==> config.mk <==
export PLATFORM = sky130hd
export DESIGN_NAME = n2m_bit_scan_enc
export DESIGN_NICKNAME = d
export VERILOG_FILES = /design/src/rtl/n2m_bit_scan_enc.sv
export SDC_FILE = /design/constraint.sdc
export NUM_CORES = 1
export LEC_CHECK = 0
export CORE_ASPECT_RATIO = 0.75
export CORE_MARGIN = 10
export CORE_UTILIZATION = 35
export DETAILED_ROUTE_END_ITERATION = 8
export PLACE_DENSITY = 0.51
export SYNTH_ARGS = -nofsm -noshare
export SYNTH_HDL_FRONTEND = slang
export SYNTH_SLANG_ARGS = --single-unit
==> constraint.sdc <==
create_clock -name Clk_i -period 6.9 [get_ports Clk_i]
set_input_delay 1.725 -clock Clk_i [delete_from_list [all_inputs] [get_ports Clk_i]]
set_output_delay 1.725 -clock Clk_i [all_outputs]
set_load 0.01 [all_outputs]
==> src/rtl/n2m_bit_scan_enc.sv <==
// Sequential multi-hit encoder: accepts an N-bit vector and emits the index of
// every set bit, one beat per cycle, in LSB-first or MSB-first order.
module n2m_bit_scan_enc #(
  parameter int unsigned N = 42,
  parameter int unsigned M = 6
) (
  input  logic         Clk_i,
  input  logic         Rst_i,
  input  logic         In_Vld_i,
  output logic         In_Rdy_o,
  input  logic [N-1:0] In_Dat_i,
  input  logic         In_Msb_i,
  output logic         Out_Vld_o,
  input  logic         Out_Rdy_i,
  output logic [M-1:0] Out_Idx_o,
  output logic [M-1:0] Out_Seq_o,
  output logic         Out_Last_o,
  output logic         Out_Empty_o
);

  if ((2 ** M) < N) begin : g_width_check
    $error("n2m_bit_scan_enc: 2**M must be >= N");
  end

  typedef enum logic {IDLE, SCAN} state_t;

  state_t         state, state_next;
  logic [N-1:0]   work;
  logic           msb_q;
  logic [N-1:0]   search_vec;
  logic           search_msb;
  logic [M-1:0]   first;
  logic           found;
  logic [N-1:0]   rest;
  logic           accept;
  logic           consume;
  logic           load;

  assign In_Rdy_o = (state == IDLE) && (!Out_Vld_o || Out_Rdy_i);
  assign accept   = In_Vld_i && In_Rdy_o;
  assign consume  = Out_Vld_o && Out_Rdy_i;
  assign load     = accept || ((state == SCAN) && consume);

  // One shared priority search: the fresh vector in IDLE, the work vector in SCAN.
  assign search_vec = (state == IDLE) ? In_Dat_i : work;
  assign search_msb = (state == IDLE) ? In_Msb_i : msb_q;

  always_comb begin
    first = '0;
    found = 1'b0;
    if (search_msb) begin
      for (int unsigned i = 0; i < N; i++) begin
        if (search_vec[i]) begin
          first = M'(i);
          found = 1'b1;
        end
      end
    end else begin
      for (int unsigned i = N; i > 0; i--) begin
        if (search_vec[i-1]) begin
          first = M'(i - 1);
          found = 1'b1;
        end
      end
    end
    rest = search_vec;
    if (found) rest[first] = 1'b0;
  end

  always_comb begin
    state_next = state;
    if (accept) begin
      state_next = (rest != '0) ? SCAN : IDLE;
    end else if ((state == SCAN) && consume && (rest == '0)) begin
      state_next = IDLE;
    end
  end

  always_ff @(posedge Clk_i) begin
    if (Rst_i) begin
      state <= IDLE;
    end else begin
      state <= state_next;
    end
  end

  // A zero vector falls out of the same path: found=0 gives Idx=0, Last=1, Empty=1.
  always_ff @(posedge Clk_i) begin
    if (Rst_i) begin
      work        <= '0;
      msb_q       <= 1'b0;
      Out_Vld_o   <= 1'b0;
      Out_Idx_o   <= '0;
      Out_Seq_o   <= '0;
      Out_Last_o  <= 1'b0;
      Out_Empty_o <= 1'b0;
    end else if (load) begin
      work        <= rest;
      Out_Vld_o   <= 1'b1;
      Out_Idx_o   <= first;
      Out_Last_o  <= (rest == '0);
      Out_Empty_o <= !found;
      if (accept) begin
        msb_q     <= In_Msb_i;
        Out_Seq_o <= '0;
      end else begin
        Out_Seq_o <= Out_Seq_o + M'(1);
      end
    end else if (consume) begin
      Out_Vld_o <= 1'b0;
    end
  end

endmodule
# Word-level counts from Yosys, hierarchy flattened
# Index checks and enable logic that the tools add are counted.
[totals] regBits=59 word_cells=209 in_bits=47 output_inout_bits=16
[classes] n_mux=180 n_reduce_logical=15 order_cmp=2 bitwise_logic=3 add_sub_neg=1
[ops] cell="$mux 6" n=84
[ops] cell="$mux 1" n=93
[ops] cell="$mux 42" n=2
[ops] cell="$and 42x42->42" n=1
[ops] cell="$logic_not 42->1" n=1
[ops] cell="$not 42->42" n=1
[ops] cell="$reduce_bool 42->1" n=1
[ops] cell="$lt 6x7->1 const B" n=1
[ops] cell="$add 6x1->6 const B" n=1
[ops] cell="$demux 1 s6" n=1
[ops] cell="$ge 6x1->1 const B" n=1
[ops] cell="$logic_and 1x1->1" n=6
[ops] cell="$reduce_bool 2->1" n=2
[ops] cell="$logic_not 1->1" n=2
[ops] cell="$logic_or 1x1->1" n=2
[ops] cell="$reduce_and 2->1" n=1
[ops] cell="$not 1->1" n=1

# Logic depth before layout (Yosys ltp)
[depth] ltp_word=55 mapped_depth=18 ltp_nobuf=12

# Least setup slack after synthesis
# Ideal clock, no wire load.
[synth_timing] path_type="input to register" startpoint="in In_Dat_i[5]" endpoint="reg state" setup_slack_ns=2.300 cell_stages=12 n_path_buf=0 t_required_ns=6.785 setup_ns=0.115 t_arrival_ns=4.485 cell_sequence="or3_1 > o2bb2ai_2 > a2111oi_2 > o41ai_1 > a22o_1 > nor2b_4 > nand3_2 > maj3_2 > or4_1 > nor4_1 > nand4_1 > and2_1"
[synth_between] elab_chain_cells=49 elab_cells_between_ends=103 cone_classes="order compare: 2; mux: 94; bitwise: 2; reduce/logical: 5"
[synth_lines] item="start: declaration" line="11" source="input logic [N-1:0] In_Dat_i,"
[synth_lines] item="$mux 42 *" line="45" source="assign search_vec = (state == IDLE) ? In_Dat_i : work;"
[synth_lines] item="$mux 6 (37 in a row)" line="53" source="if (search_vec[i]) begin"
[synth_lines] item="$mux 6" line="51" source="if (search_msb) begin"
[synth_lines] item="$lt 6x7->1 (not written as such) or $ge 6x1->1 (tied branches)" line="67" source="if (found) rest[first] = 1'b0;"
[synth_lines] item="$logic_and 1x1->1 (not written as such)" line="67"
[synth_lines] item="$mux 1 (not written as such)" line="67"
[synth_lines] item="$demux 1 s6" line="67"
[synth_lines] item="$not 42->42 (no source line)"
[synth_lines] item="$and 42x42->42 (no source line)"
[synth_lines] item="$mux 42 *" line="67"
[synth_lines] item="$reduce_bool 42->1 or $logic_not 42->1 (tied branches)" line="73, 74"
[synth_lines] item="$mux 1 or $logic_and 1x1->1 (tied branches)" line="73, 74"
[synth_lines] item="$mux 1 or $reduce_bool 2->1 (tied branches)"
[synth_lines] item="end signal: assignment" line="83" source="state <= state_next;"
[synth_lines] item="end: declaration" line="27" source="state_t state, state_next;"
# Mark *: on every way between the ends. The rest lies on a longest branch, timed or not.
# A chain may end at the register's enable or synchronous reset.

# Final worst setup path
[layout_timing] startpoint="in In_Dat_i[19]" endpoint="reg state"
[layout_between] elab_chain_cells=35 elab_cells_between_ends=103 cone_classes="order compare: 2; mux: 94; bitwise: 2; reduce/logical: 5"
[layout_lines] item="$mux 42 *" line="45"
[layout_lines] item="$mux 6 (23 in a row)" line="53"
[layout_lines] item="$mux 6" line="51"
[layout_lines] item="$lt 6x7->1 (not written as such) or $ge 6x1->1 (tied branches)" line="67"
[layout_lines] item="$logic_and 1x1->1 (not written as such)" line="67"
[layout_lines] item="$mux 1 (not written as such)" line="67"
[layout_lines] item="$demux 1 s6" line="67"
[layout_lines] item="$not 42->42 (no source line)"
[layout_lines] item="$and 42x42->42 (no source line)"
[layout_lines] item="$mux 42 *" line="67"
[layout_lines] item="$reduce_bool 42->1 or $logic_not 42->1 (tied branches)" line="73, 74"
[layout_lines] item="$mux 1 or $logic_and 1x1->1 (tied branches)" line="73, 74"
[layout_lines] item="$mux 1 or $reduce_bool 2->1 (tied branches)"
# Marks and branches as above.

==> out/results.ini <==
[power]
p_per_area_mw_per_mm2=229
peakVddDrop_mv=0.128
power.leakage_nw=2.18

[timing]
post-route-period-util=0.843
finalSetupViolCount=0
relSlewSlack=0.399
tns_ns=0
worst_pin_slew_ns=0.901
period_needed_ns=5.82
whs_ns=0.481
rsz0062_at_grt=false
fmax_mhz=172
hold_viol_final=0
slew_viol_final=0
skew_ns=0.0117

[worst_setup_path]
critPathLaunchType=input pin
worst_r2r_path_depth=12
path_common_cell=a22oi_1
required_ns=7.14
crit_chain=clkdlybuf4s50_1 > nor2b_1 > o311ai_0 > o211ai_1 > a221o_1 > a22oi_1 > a211o_1 > mux2i_1 > o31ai_1 > a22oi_1 > a2111oi_0 > nand4_1 > and2_1
crit_path_end_kind=register
arrival_ns=6.06
critPathKind=in2reg
critPathSlowestCell=a211o_1
crit_fanout=19
worst_path_largest_cell_delay_ns=0.77

[outcome]
outcome=finished clean

[synth]
ys_seq_elements=59
yosys_warnings=0
synthTopCellsByCount=nor2_1 (82), a21oi_1 (71), nand2_1 (64)
yosys.area.top_type=dfxtp_1
synth_flop_cell=dfxtp_1
syn_inst=691
synth_nets=739
synth_area_leaders=dfxtp_1 (23%), mux2i_1 (7.9%), a21oi_1 (6.9%), nor2_1 (6.0%), nand2_1 (4.6%)
synth-async-reset-ratio=0
yosysSeqAreaShare=0.228
yosysTopAreaCellShare=0.228
yosys.cell_types.count=79
avgSynthCellArea_um2=7.48
synth_edf_count=0
yosys.cell_count.top_type=nor2_1
synth_area_mm2=0.00517

[clock_network]
numCtsBuffers=9
clk_pin_slew_ns=0.05
ctsHoldBuffers=0
cts.sinks=59
cts_htree_levels=3
post_cts_resized=0
clk_latency_ns=0.35
post_cts_buffers=0
cts_root_buf=clkbuf_16
cts_buffer_depth=2
tritoncts=yes

[floorplan]
die_h_um=125
die_x_um=160
initial_core_util=0.358
die-area_mm2=0.0201
core-area_mm2=0.0145
pin_count=63
fp-row-count=38

[global_routing]
grt_max_degree=60
track_usage=0.189
overflow=0
use_met2=0.257
grt_pass1_vias=5270
grt-busiest-layer=met1
grt_pass1_wl_um=30500
antenna_found_initial=0
use_met1=0.282
met3_usage=0.0479

[cells_and_area]
syn2layout_area_growth_pct=19.6
antennaDiodeCount=0
nNetsFinal=783
fillers=1556
layout-drive-gt1-share=0.0986

[routing]
drt_wl_total_um=19500
postRouteAntennaNets=0
drc=0
drtIter0Drc=455
avgViaCountPerCell=5.90
dr_total_vias=5550
wl_per_cell_um=20.8
dr.pass1.iters=5

[place]
hpwlAfterDp_um=14900
io_buffers=62
gp_congestion=0.928

[hold_path]
whs_path_depth=2
hp-class=reg2reg

[job]
cap_violations=0

## stage by stage
stage / setup WS [ns] / instances / area, µm² / power, W / util
2_1_floorplan: 2.30 / 691 / 5170 / 0.000766 / -
3_3_place_gp: 0.813 / 924 / 5880 / 0.000947 / 0.407
3_5_place_dp: 0.790 / 924 / 5880 / 0.000945 / 0.407
4_1_cts: 1.15 / 940 / 6180 / 0.00142 / 0.428
5_1_grt: 0.857 / 940 / 6180 / 0.00149 / 0.428
6_report: 1.08 / 940 / 6180 / 0.00142 / 0.428
## state kept, by name, summed over array words and instances (netlist names)
name and count:
work 42, Out_Idx_o 6, Out_Seq_o 6, Out_Empty_o 1, Out_Last_o 1, Out_Vld_o 1, msb_q 1, state 1
## metal layers
| layer | wire length (µm) | up-vias |
|---|---|---|
| li1 | - | 2699 |
| met1 | 9900 | 2647 |
| met2 | 7860 | 181 |
| met3 | 1470 | 23 |
| met4 | 279 | 0 |
| met5 | 0 | - |
## where the power goes
| part | switching [W] | internal, W |
|---|---|---|
| clock | 0.000170 | 0.000298 |
| combinational | 0.000334 | 0.000203 |
| sequential | 0.0000431 | 0.000368 |
## worst paths after layout
| path | startpoint | slack, ns | to |
|---|---|---|---|
| min | work[0] | 0.48 | work[0] |
| min reg2reg | work[0] | 0.48 | work[0] |
| max reg2reg | state | 1.82 | state |
| max | In_Dat_i[19] | 1.08 | state |
## cell usage in the layout, fill, tap and decap left out, drive strengths merged, types with 9 or more instances in the layout
cell and count:
a21o 11, inv 9, nand2 64, mux2 13, clkbuf 12, dfxtp 59
nor2 82, nand3 11, nor3b 17, nor2b 14, a21oi 72, mux2i 43
a32oi 9, o21ai 29, nor3 45, o211ai 13, buf 15, and2 10
a211oi 25, clkdlybuf4s50 61, nor4 12
## final cells by class
| cell class | count | area [µm²] | area share |
|---|---|---|---|
| inverter | 9 | 33.8 | 0.00546 |
| multi-input combinational | 580 | 3690 | 0.597 |
| sequential | 59 | 1180 | 0.192 |
| clock buffer | 12 | 256 | 0.0415 |
| tap | 200 | 250 | 0.0405 |
| clock inverter | 4 | 48.8 | 0.00789 |
| timing repair buffer | 76 | 721 | 0.117 |
## critical path, delay by kind of cell
family	cells	cell delay [ns]
and+or+nand+nor	3	0.44
AOI/OAI and AO/OA	8	3.11
buffers and inverters	1	0.60
muxes	1	0.18
## cells by family (layout without fill, tap and decap cells)
group | count (synthesis) | in the layout | share of synthesized area
muxes | 57 | 57 | 0.121
AOI/OAI and AO/OA | 218 | 218 | 0.280
DFF | 59 | 59 | 0.228
and+or+nand+nor | 298 | 298 | 0.299
adders and majority gates | 2 | 2 | 0.00460
xor gates and xnor gates | 5 | 5 | 0.00847
buffers and inverters | 52 | 101 | 0.0583
Power figures use the tool's default switching activity.
